### config.mk
export PLATFORM = sky130hd
export DESIGN_NAME = clock_manager
export DESIGN_NICKNAME = d
export VERILOG_FILES = /design/src/rtl/clock_manager.sv
export SDC_FILE = /design/constraint.sdc
export NUM_CORES = 1
export LEC_CHECK = 0
export BUFFER_PORTS_ARGS = -buffer_cell sky130_fd_sc_hd__buf_4
export CAP_MARGIN = 25
export CORE_ASPECT_RATIO = 1.4
export CORE_MARGIN = 8
export CORE_UTILIZATION = 50
export DETAILED_ROUTE_END_ITERATION = 6
export PLACE_DENSITY = 0.74
export SYNTH_ARGS = -nofsm -noshare
export SYNTH_HDL_FRONTEND = slang
export SYNTH_SLANG_ARGS = --single-unit
export TNS_END_PERCENT = 100
### constraint.sdc
create_clock -name clock -period 5.8 [get_ports clock]
set_clock_uncertainty 0.05 [all_clocks]
set_input_delay 0.58 -clock clock [delete_from_list [all_inputs] [get_ports clock]]
set_output_delay 0.58 -clock clock [all_outputs]
set_load 0.005 [all_outputs]
### src/rtl/clock_manager.sv
`default_nettype none
// ============================================================================
// Module   : clock_manager
// Brief    : PLL-lock qualified reset sequencer with per-channel clock enables.
// Revision : 1.0
// ============================================================================
module clock_manager #(
    parameter int NUM_CH      = 4,
    parameter int DIV_WIDTH   = 16,
    parameter int LOCK_FILTER = 16,
    parameter int HOLD_CYCLES = 1024,
    parameter int DIV_DEFAULT = 2
) (
    input  logic                 clock,
    input  logic                 reset,
    input  logic                 locked,
    input  logic                 div_load,
    input  logic [3:0]           div_channel,
    input  logic [DIV_WIDTH-1:0] div_value,
    output logic                 reset_out,
    output logic                 ready,
    output logic [NUM_CH-1:0]    strobe,
    output logic [7:0]           lock_loss_count
);

    localparam int FILT_W = (LOCK_FILTER > 1) ? $clog2(LOCK_FILTER) : 1;
    localparam int HOLD_W = (HOLD_CYCLES > 1) ? $clog2(HOLD_CYCLES) : 1;

    localparam logic [FILT_W-1:0]    C_FILT_LAST = FILT_W'(LOCK_FILTER - 1);
    localparam logic [HOLD_W-1:0]    C_HOLD_LAST = HOLD_W'(HOLD_CYCLES - 1);
    localparam logic [DIV_WIDTH-1:0] C_DIV_DEF   = DIV_WIDTH'(DIV_DEFAULT);
    localparam logic [DIV_WIDTH-1:0] C_DIV_ONE   = DIV_WIDTH'(1);

    typedef enum logic [1:0] {
        WAIT_LOCK = 2'd0,
        FILTER    = 2'd1,
        HOLD      = 2'd2,
        RUN       = 2'd3
    } state_t;

    logic              meta_q, meta_d;
    logic              locked_s_q, locked_s_d;
    state_t            state_q, state_d;
    logic [FILT_W-1:0] filt_cnt_q, filt_cnt_d;
    logic [HOLD_W-1:0] hold_cnt_q, hold_cnt_d;
    logic [7:0]        loss_cnt_q, loss_cnt_d;
    logic              run_stay;

    // Two-flop synchroniser for the asynchronous lock indication
    always_comb begin
        meta_d     = locked;
        locked_s_d = meta_q;
    end

    always_ff @(posedge clock) begin
        if (reset) begin
            meta_q     <= 1'b0;
            locked_s_q <= 1'b0;
        end else begin
            meta_q     <= meta_d;
            locked_s_q <= locked_s_d;
        end
    end

    always_comb begin
        state_d    = state_q;
        filt_cnt_d = '0;
        hold_cnt_d = '0;
        loss_cnt_d = loss_cnt_q;
        case (state_q)
            WAIT_LOCK: begin
                if (locked_s_q) begin
                    state_d = FILTER;
                end
            end
            FILTER: begin
                if (!locked_s_q) begin
                    state_d = WAIT_LOCK;
                end else if (filt_cnt_q == C_FILT_LAST) begin
                    state_d = HOLD;
                end else begin
                    filt_cnt_d = filt_cnt_q + FILT_W'(1);
                end
            end
            HOLD: begin
                if (!locked_s_q) begin
                    state_d = WAIT_LOCK;
                end else if (hold_cnt_q == C_HOLD_LAST) begin
                    state_d = RUN;
                end else begin
                    hold_cnt_d = hold_cnt_q + HOLD_W'(1);
                end
            end
            RUN: begin
                if (!locked_s_q) begin
                    state_d = WAIT_LOCK;
                    if (loss_cnt_q != 8'hFF) begin
                        loss_cnt_d = loss_cnt_q + 8'd1;
                    end
                end
            end
            default: begin
                state_d = WAIT_LOCK;
            end
        endcase
    end

    always_ff @(posedge clock) begin
        if (reset) begin
            state_q    <= WAIT_LOCK;
            filt_cnt_q <= '0;
            hold_cnt_q <= '0;
            loss_cnt_q <= '0;
        end else begin
            state_q    <= state_d;
            filt_cnt_q <= filt_cnt_d;
            hold_cnt_q <= hold_cnt_d;
            loss_cnt_q <= loss_cnt_d;
        end
    end

    // Channel counters only advance while RUN persists, so they read 0 on RUN entry
    assign run_stay = (state_q == RUN) && (state_d == RUN);

    for (genvar i = 0; i < NUM_CH; i++) begin : g_ch
        logic [DIV_WIDTH-1:0] div_q, div_d;
        logic [DIV_WIDTH-1:0] cnt_q, cnt_d;
        logic                 load_hit;

        always_comb begin
            load_hit = div_load && (div_channel == 4'(i));
            div_d    = div_q;
            cnt_d    = '0;
            if (load_hit) begin
                div_d = div_value;
            end else if (run_stay && (div_q != '0)) begin
                if (cnt_q == div_q - C_DIV_ONE) begin
                    cnt_d = '0;
                end else begin
                    cnt_d = cnt_q + C_DIV_ONE;
                end
            end
        end

        always_ff @(posedge clock) begin
            if (reset) begin
                div_q <= C_DIV_DEF;
                cnt_q <= '0;
            end else begin
                div_q <= div_d;
                cnt_q <= cnt_d;
            end
        end

        assign strobe[i] = (state_q == RUN) && (div_q != '0) && (cnt_q == div_q - C_DIV_ONE);
    end : g_ch

    assign reset_out       = (state_q != RUN);
    assign ready           = (state_q == RUN);
    assign lock_loss_count = loss_cnt_q;

endmodule : clock_manager
`default_nettype wire

==> results by group, run 1 <==
Power and ir drop
  • Pwr Density: 246.5 nW/um^2
  • Leakage: 3.233 nW
  • Max VDD drop: 0.2059 mV

Final layout
  • Area added between synthesis and finish: 11.10%
  • Final Instance Count excl. Fillers: 1262
  • Layout cells sized above 1: 0.07902
  • FILL cells: 1471
  • Fin area: 9141 um^2
  • Ant. Diodes: 0
  • # nets final: 1085

Route
  • DRC Markers: 0
  • WL per Instance: 14.97 um
  • Vias: 7081
  • Via-per-instance ratio: 5.611
  • Initial drt markers: roughly 480
  • Routed wire length: ~19000 um
  • DRT Pass-1 Iters: 5
  • Final antenna-violating net count: 0

Timing
  • FMAX: between 200 and 250 MHz
  • RSZ-0062 raised after global routing: no
  • Relative slew slack: 0.3358
  • Setup_tns: 0 ps
  • Worst Max-Slew Pin Slew: between 900 and 1000 ps
  • Final setup violating endpoints: 0
  • Final setup margin: 1751 ps
  • Final period utilization: 0.6980
  • Slew Viols, Final: 0
  • Final Hold Fails: 0
  • Minimum clock period: 4049 ps

Yosys
  • Synth cell types: 63
  • Count leader, synth: nand2_1
  • Synthesized area: around 8200 um^2
  • Post-synth EDFFs: 0
  • Post-synth top cells: nand2_1 (179), dfxtp_1 (154), nor2_1 (120)
  • Yosys reg bits: 154
  • Top FF cell, synth: dfxtp_1
  • Post-synth top area share: 0.3747
  • Avg Inst Size Synth: 7.904 um^2
  • Top cell type by total area after synthesis: dfxtp_1
  • Async set or reset register ratio after synthesis: 0
  • Post-Syn Nets: 1076
  • Syn Inst Count: between 1k and 1.5k
  • Sequential area share after synthesis: 0.3747
  • Ranking of synthesized cells by area: dfxtp_1 (37%), xnor2_1 (8.2%), nand2_1 (8.2%)
  • Yosys warning total: 0

Critical path
  • Maximum net fanout on the critical path: 17
  • Family with the most delay on the worst path: simple AND/OR/NAND/NOR gates
  • Worst path max stage delay: 560 ps
  • Critical-path top delay cell: or3b_2
  • Startpoint class of the critical path: flip-flop
  • Type of the worst setup path: reg -> out
  • CP endpoint kind: output port
  • Required time of the critical path: around 5200 ps
  • CP Cell Sequence: inv_1, ha_1, or3b_2, nor4_4, mux2i_1, mux2i_1, mux2_2, nor4_4, buf_4, and3_1, buf_4
  • CP Data Arrival Time: ~3400 ps
  • Crit path buf inv count: 3
  • Critical path origin: g_ch[0].div_q[0]$_SDFFE_PP0P_
  • RR Startpoint: g_ch[2].div_q[0]$_SDFFE_PP0P_

Placed design
  • Port Buffers: 37
  • Gpl congestion: roughly 0.85
  • Final HPWL DP: 13620 um
  • DP Worst Slack: about 2200 ps
  • DP Area: 8567 um^2
  • Placed cells: roughly 1.2k

GRT
  • Initial antenna violation count: 0
  • Aggregate global-route resource usage: 0.1770
  • First-pass GRT wire length: 31210 um
  • Vias in the first global route: ~6.7k
  • Largest net degree at the start of global routing: 77
  • Grt ovf: 0

Min path
  • Worst hold path class: in -> reg
  • Worst Hold Launch: locked

Clock tree
  • # H-tree levels: 4
  • Cts hold-fix bufs: 0
  • Num CTS Buffers: 17
  • CTS tree: yes
  • Clock Tree Buf Depth: 2
  • Post_cts resized: 0
  • CTS sink cnt: ~150
  • Clk root buf: clkbuf_16
  • CTS clock-pin slew for the worst setup and hold paths: 70 ps
  • Post-CTS Setup Repair Bufs: 0
  • Worst skew pair latency: 420 ps

Floorplanning
  • # IOs: 38
  • Initial core utilization: 0.5088
  • Die height: 167.8 um
  • Core area: 16170 um^2
  • Die X-Extent: 124.4 um
  • Die area: 20870 um^2
  • Row count: 55

Run
  • Maxcap violations: 0

Run status
  • Outcome: complete, no violations
==> power by group <==
| part | leakage [nW] | total, mW | switching [mW] | internal [mW] |
|---|---|---|---|---|
| Clock | 0.264 | 1.08 | 0.462 | 0.620 |
| Sequential | 1.24 | 1.07 | 0.00961 | 1.06 |
| Combinational | 1.73 | 0.0974 | 0.0584 | 0.0390 |
| Total | 3.23 | 2.25 | 0.530 | 1.72 |
==> stage by stage <==
| stage | hold slack [ps] | util | power [mW] |
|---|---|---|---|
| final | 323.1 | 0.5653 | 2.253 |
| after global routing | 332.0 | 0.5653 | 2.320 |
| after CTS | 318.1 | 0.5653 | 2.266 |
| after detailed placement | 392.0 | 0.5297 | 1.193 |
| after global placement | 385.7 | 0.5297 | 1.192 |
| after floorplan | 363.8 | - | 1.156 |
==> cells in the final DEF, fill, tap and decap left out, drive strengths merged, types with 4 or more instances in the layout <==
master and count:
nand2 179, dfxtp 154, nor2 122, xnor2 77, xor2 73, a21oi 66, nand3 57, nor3 45
buf 40, inv 26, nor4 21, clkbuf 21, nand4 20, and3 14, ha 11, mux2i 10
or4 10, o21ai 9, a211o 9, or3 8, nand4b 7, nor3b 6, a31oi 6, nand2b 6
nor2b 6, clkinvlp 5, nor4b 4, o211ai 4
==> state kept, by name (all words and copies together) (netlist names) <==
register         cells
state_q              2
hold_cnt_q          10
filt_cnt_q           4
locked_s_d           1
g_ch.cnt_q          64
locked_s_q           1
g_ch.div_q          64
lock_loss_count      8
==> per-layer routing <==
layer	track usage	routed length (um)
met2	0.3157	9507
met5	0	0
met4	0.07672	484
met1	0.1990	8228
met3	0.03677	671
==> path summary, 6_finish.rpt <==
check	to	slack (ps)	cells past startpoint
max	strobe[0]	1750	11
min	locked_s_d$_SDFF_PP0_	320	2
max reg2reg	g_ch[2].cnt_q[3]$_SDFF_PP0_	2770	9
min reg2reg	filt_cnt_q[0]$_SDFF_PP0_	400	1
==> layout make-up <==
cell class | count | area [um^2] | share of cell area
well taps | 199 | 249.0 | 0.02724
flip-flops and latches | 154 | 3083 | 0.3373
clock inverters | 11 | 113.9 | 0.01246
inverters | 23 | 86.33 | 0.009444
repair buffers | 40 | 300.3 | 0.03285
multi-input cells | 814 | 4848 | 0.5304
clock buffers | 21 | 460.4 | 0.05037
==> logic make-up after synthesis <==
logic type / share of synthesized area
buffers and inverters: 0.03604
adders and majority gates: 0.01673
AOI/OAI and AO/OA: 0.09474
xor gates and xnor gates: 0.1624
muxes: 0.01490
and+or+nand+nor: 0.3005
DFF: 0.3747
(Power assumes the default switching activity.)
==> run 2: changes to the inputs <==
Settings changed: PLACE_DENSITY 0.74 to 0.77.
Clock period 5.8 ns to 3.2 ns, I/O delays scaled along.
==> run 2 against run 1 <==
The flow now finishes with violations (negative setup slack). Flip-flop and latch count unchanged. Wire length up 8.1%. Combinational power up 120%. Count of clock-buffer cells in the layout down 1. Via count up 3.8%. Clock power up 81%. Register-to-register slack worse by 2300 ps.
==> results by group, run 2 (synthesized netlist as in run 1, its figures left out) <==
Power and ir drop
  • Internal power: 3.177 mW
  • Pwr Density: 426.2 nW/um^2
  • Gate power share: 0.051
  • Switching Power: 932.5 uW
  • Clock power share: 0.476
  • Max VDD drop: 0.3517 mV
  • Leakage: between 3 and 4 nW
  • Flop pwr share: 0.473
  • Total power: 4.109 mW
  • Switching share of power: 0.2269

Final layout
  • Largest registers: g_ch.cnt_q: 64 flops, g_ch.div_q: 64 flops, hold_cnt_q: 10 flops
  • Commonest non-fill, non-tap cell in the layout: nand2_1
  • Area added between synthesis and finish: 17.18%
  • Fin util: 0.5962
  • Layout cells sized above 1: 0.1455
  • Final Instance Count excl. Fillers: 1292
  • Ant. Diodes: 0
  • Most frequent cells in the layout: nand2_1 (179), dfxtp_1 (145), nor2_1 (118)
  • # nets final: 1116
  • FILL cells: around 1.4k

Route
  • DRT Pass-1 Iters: 5
  • Vias: 7347
  • Initial drt markers: 526
  • WL per Instance: 15.81 um
  • Routed wire length: slightly above 20000 um
  • Via-per-instance ratio: between 5 and 6
  • Final antenna-violating net count: 0
  • DRC Markers: 0

Placed design
  • Placed cells: around 1.2k
  • Final HPWL DP: 13810 um
  • Port Buffers: 37
  • DP Worst Slack: 152.5 ps
  • Gpl congestion: 0.8900

Clock tree
  • Clock Tree Buf Depth: 2
  • Worst skew pair latency: 430 ps
  • Num CTS Buffers: 17
  • # H-tree levels: 4
  • Clk root buf: clkbuf_16
  • CTS clock-pin slew for the worst setup and hold paths: 60 ps
  • CTS sink cnt: 154
  • CTS tree: yes

Floorplanning
  • Die X-Extent: 124.4 um
  • Core area: 16170 um^2
  • Row count: 55
  • # IOs: 38
  • Die height: between 150 and 200 um
  • Die area: 20870 um^2
  • Initial core utilization: 0.5088

Min path
  • Worst Hold Launch: locked
  • Worst hold path class: in -> reg

Run
  • Maxcap violations: 0

Timing
  • Final setup violating endpoints: 2
  • Final Hold Fails: 0
  • Final setup margin: -91.41 ps
  • Minimum clock period: 3291 ps
  • RSZ-0062 raised after global routing: yes
  • Final period utilization: 1.029
  • FMAX: 303.8 MHz
  • Final hold slack: 61.14 ps
  • Relative slew slack: 0.3961
  • Worst Max-Slew Pin Slew: between 800 and 900 ps
  • Slew Viols, Final: 0

Critical path
  • CP endpoint kind: output port
  • Required time of the critical path: around 2800 ps
  • Critical path origin: g_ch[2].div_q[3]$_SDFFE_PP0P_
  • Startpoint class of the critical path: flip-flop
  • Type of the worst setup path: reg -> out
  • RR Endpoint: g_ch[0].cnt_q[0]$_SDFF_PP0_
  • Maximum net fanout on the critical path: 4
  • Flop2flop setup slack: around 430 ps
  • Worst r2r path cells: 11
  • CP Capture Point: strobe[2]
  • RR Startpoint: g_ch[0].div_q[0]$_SDFFE_PP0P_
  • CP Data Arrival Time: 2920 ps

Run status
  • Violated checks: negative setup slack
  • Outcome: complete, but fails checks

GRT
  • Aggregate global-route resource usage: 0.1905
  • First-pass GRT wire length: ~33000 um
  • Grt ovf: 0
  • Largest net degree at the start of global routing: 77
  • Initial antenna violation count: 0
  • Vias in the first global route: around 7k
## run 2: how the worst min path moves through the flow
| stage | endpoint | cells after the start |
|---|---|---|
| detailed placement | locked_s_q$_SDFF_PP0_ | 1 |
| global placement | locked_s_q$_SDFF_PP0_ | 1 |
| finish | locked_s_d$_SDFF_PP0_ | 2 |
| CTS | locked_s_d$_SDFF_PP0_ | 2 |
| global route | locked_s_d$_SDFF_PP0_ | 2 |
| floorplan | locked_s_q$_SDFF_PP0_ | 1 |
## run 2: layout make-up
type | count | area, um^2 | share of cell area
clock inverter | 11 | 122.6 | 0.01272
sequential | 154 | 3104 | 0.3220
inverter | 23 | 86.33 | 0.008954
timing repair buffer | 71 | 536.8 | 0.05567
clock buffer | 20 | 446.7 | 0.04633
tap | 199 | 249.0 | 0.02582
multi-input combinational | 814 | 5096 | 0.5285
## run 2: what timing repair did
action                                  in CTS  in global routing
pin swaps                                   11                  9
buffers inserted                            12                  4
cloned                                       0                  0
hold buffers                                 0                  0
gates resized for setup                     42                 21
endpoints found under the setup margin       3                  4
## run 2: per-stage QoR
stage / setup TNS [ps] / cell area, um^2
after floorplan: 0 / 8228
after global placement: 0 / 8680
after detailed placement: 0 / 8680
after CTS: -51.46 / 9489
after global routing: -537.7 / 9642
final: -126.3 / 9642
## run 2: routing by layer
layer / vias to the layer above / track usage / part of all wire
met2: 206 / 0.3315 / 0.49
li1: 3651 / - / -
met1: 3425 / 0.2170 / 0.42
met5: - / 0 / 0
met4: 0 / 0.09301 / 0.036
met3: 65 / 0.03991 / 0.052
## run 2: critical path, cell delays in order, from the launching register on
cell and delay (ps):
dfxtp_4 350, or3_4 390, buf_4 170, nor4_1 380
o311a_1 270, a211oi_1 100, or4_4 520, nor3_4 190
buf_4 140
## run 2: power by group through the flow
stage	sequential [mW]	combinational [mW]	clock [mW]
detailed placement	1.99	0.180	0
CTS	1.94	0.198	1.98
global placement	1.99	0.179	0
finish	1.94	0.210	1.95
global route	1.95	0.225	2.07
floorplan	1.98	0.114	0
==> run 3: changes to the inputs <==
Settings changed: PLACE_DENSITY 0.77 to 0.7, REMOVE_ABC_BUFFERS from default to 1.
==> run 3 against run 2 <==
The run still ends with negative setup slack left. Design area is 0.34% lower. Global-route usage is 0.26 points lower. Critical path depth stayed put. Combinational power is 3% lower. Sequential power hardly changed. Die area stayed put. Clock power is 3% higher. Maximum frequency is 0.61% higher. Hold slack worse by 9.7 ps. Wire length is 2.3% lower. Final cell count is 0.46% lower. Count of clock-buffer cells in the layout is 3 lower. Critical path type unchanged. Critical endpoint unchanged.
==> results by group, run 3 (synthesized netlist as in run 1, its figures left out) <==
GRT
  • Largest net degree at the start of global routing: 63
  • First-pass GRT wire length: 32940 um
  • Vias in the first global route: approximately 6.9k
  • Grt ovf: 0
  • Initial antenna violation count: 0
  • Grt peak-use layer: met2
  • Global Route met3 Usage: 0.04180
  • Met2 capacity usage during global routing: 0.3255
  • Aggregate global-route resource usage: 0.1879
  • GR Util met1: 0.2191

Run status
  • Violated checks: negative setup slack
  • Outcome: complete, but fails checks

Floorplanning
  • Die area: 20870 um^2
  • Initial core utilization: 0.5088
  • Die X-Extent: 124.4 um
  • # IOs: 38
  • Die height: 167.8 um
  • Row count: 55
  • Core area: 16170 um^2

Timing
  • RSZ-0062 raised after global routing: yes
  • FMAX: 305.7 MHz
  • Minimum clock period: 3272 ps
  • Slew Viols, Final: 0
  • Final setup margin: -71.51 ps
  • Worst Max-Slew Pin Slew: about 700 ps
  • Final Hold Fails: 0
  • Final setup violating endpoints: 1
  • Relative slew slack: 0.5365
  • Final period utilization: 1.022

Clock tree
  • Cts hold-fix bufs: 0
  • CTS tree: yes
  • # H-tree levels: 4
  • CTS sink cnt: between 150 and 200
  • Clock Tree Buf Depth: 2
  • Num CTS Buffers: 17
  • Worst skew pair latency: 430 ps
  • Clk root buf: clkbuf_16
  • CTS clock-pin slew for the worst setup and hold paths: 70 ps

Final layout
  • FILL cells: ~1.4k
  • Area of the multi-input gates: between 5000 and 6000 um^2
  • Most frequent cells in the layout: nand2_1 (179), dfxtp_1 (143), nor2_1 (119)
  • FF+latch area: just over 3000 um^2
  • Ant. Diodes: 0
  • Commonest non-fill, non-tap cell in the layout: nand2_1
  • Layout cells sized above 1: 0.1454
  • Largest registers: g_ch.cnt_q: 64 flops, g_ch.div_q: 64 flops, hold_cnt_q: 10 flops
  • # nets final: 1110
  • Area added between synthesis and finish: 16.79%
  • Fin area: 9609 um^2

Placed design
  • DP Worst Slack: between 150 and 200 ps
  • Port Buffers: 37
  • DP Area: 8692 um^2
  • Final HPWL DP: 14180 um
  • Gpl congestion: 0.8750

Route
  • WL per Instance: between 15 and 20 um
  • Via-per-instance ratio: 5.603
  • DRT Pass-1 Iters: 5
  • Final antenna-violating net count: 0
  • Initial drt markers: 509
  • DRC Markers: 0
  • Routed wire length: 19960 um
  • Vias: 7205

Run
  • Maxcap violations: 0

Critical path
  • CP endpoint kind: output port
  • Startpoint class of the critical path: flip-flop
  • CP Data Arrival Time: 2900 ps
  • Required time of the critical path: ~2800 ps
  • Maximum net fanout on the critical path: 6
  • Type of the worst setup path: reg -> out

Power and ir drop
  • Max VDD drop: 0.3611 mV
  • Leakage: 3.429 nW
  • Pwr Density: 431.5 nW/um^2

Min path
  • Worst hold path class: in -> reg
[run 3: changes by cell type in the layout (fill, tap and decap cells not counted), moves of 2 or more]
cell,change
nor4_2,+3
clkinv_2,-2
dfxtp_2,+3
dfxtp_1,-2
clkinvlp_4,-2
buf_4,-6
nor4_4,-3
inv_6,+5
clkbuf_1,-2
[run 3: critical path, cell delays in order (launching register included)]
cell and delay, ps:
dfxtp_2 360, or3_4 410, or4_4 460, nor2_1 160
xnor2_1 170, a31oi_2 160, or4_4 480, nor3_4 140
buf_4 140
[run 3: routing by layer]
metal / routed length [um] / vias to the layer above
li1: - / 3642
met1: 8413 / 3336
met2: 10110 / 191
met3: 1025 / 36
met4: 408 / 0
met5: 0 / -
[run 3: where the power goes]
group | internal [mW] | switching [mW]
logic | 0.0855 | 0.117
registers | 1.93 | 0.0184
clock network | 1.16 | 0.835
total | 3.18 | 0.970
[run 3: layout make-up]
cell class,count,area share
tap,199,0.02591
sequential,154,0.3230
clock inverter,14,0.01680
multi-input combinational,814,0.5289
timing repair buffer,65,0.05208
clock buffer,17,0.04427
inverter,23,0.008984
[run 3: metrics by stage]
| stage | hold WS (ps) | util | cells | total power, mW | TNS, ps |
|---|---|---|---|---|---|
| 6_report | 51.48 | 0.5942 | 1286 | 4.146 | -71.51 |
| 4_1_cts | 47.36 | 0.5823 | 1280 | 4.173 | -11.50 |
| 3_3_place_gp | 379.2 | 0.5375 | 1245 | 2.168 | 0 |
| 5_1_grt | 64.74 | 0.5942 | 1286 | 4.288 | -271.3 |
| 3_5_place_dp | 377.0 | 0.5375 | 1245 | 2.170 | 0 |
| 2_1_floorplan | 339.1 | - | 991 | 2.080 | -89.64 |
[run 3: final timing paths]
| path | slack, ps | cells past startpoint | start | end |
|---|---|---|---|---|
| worst max-delay path | -70 | 8 | g_ch[2].div_q[8]$_SDFFE_PP0P_ | strobe[2] |
| worst min-delay path | 50 | 2 | locked | locked_s_d$_SDFF_PP0_ |
| worst max register to register | 450 | 11 | g_ch[3].div_q[0]$_SDFFE_PP0P_ | g_ch[3].cnt_q[10]$_SDFF_PP0_ |
| worst min register to register | 400 | 1 | locked_s_d$_SDFF_PP0_ | locked_s_q$_SDFF_PP0_ |
[run 3: what timing repair did]
| action | in CTS | in global routing |
|---|---|---|
| pin swaps | 7 | 7 |
| gates resized for setup | 32 | 29 |
| setup endpoints to repair | 4 | 4 |
| buffers inserted | 4 | 6 |
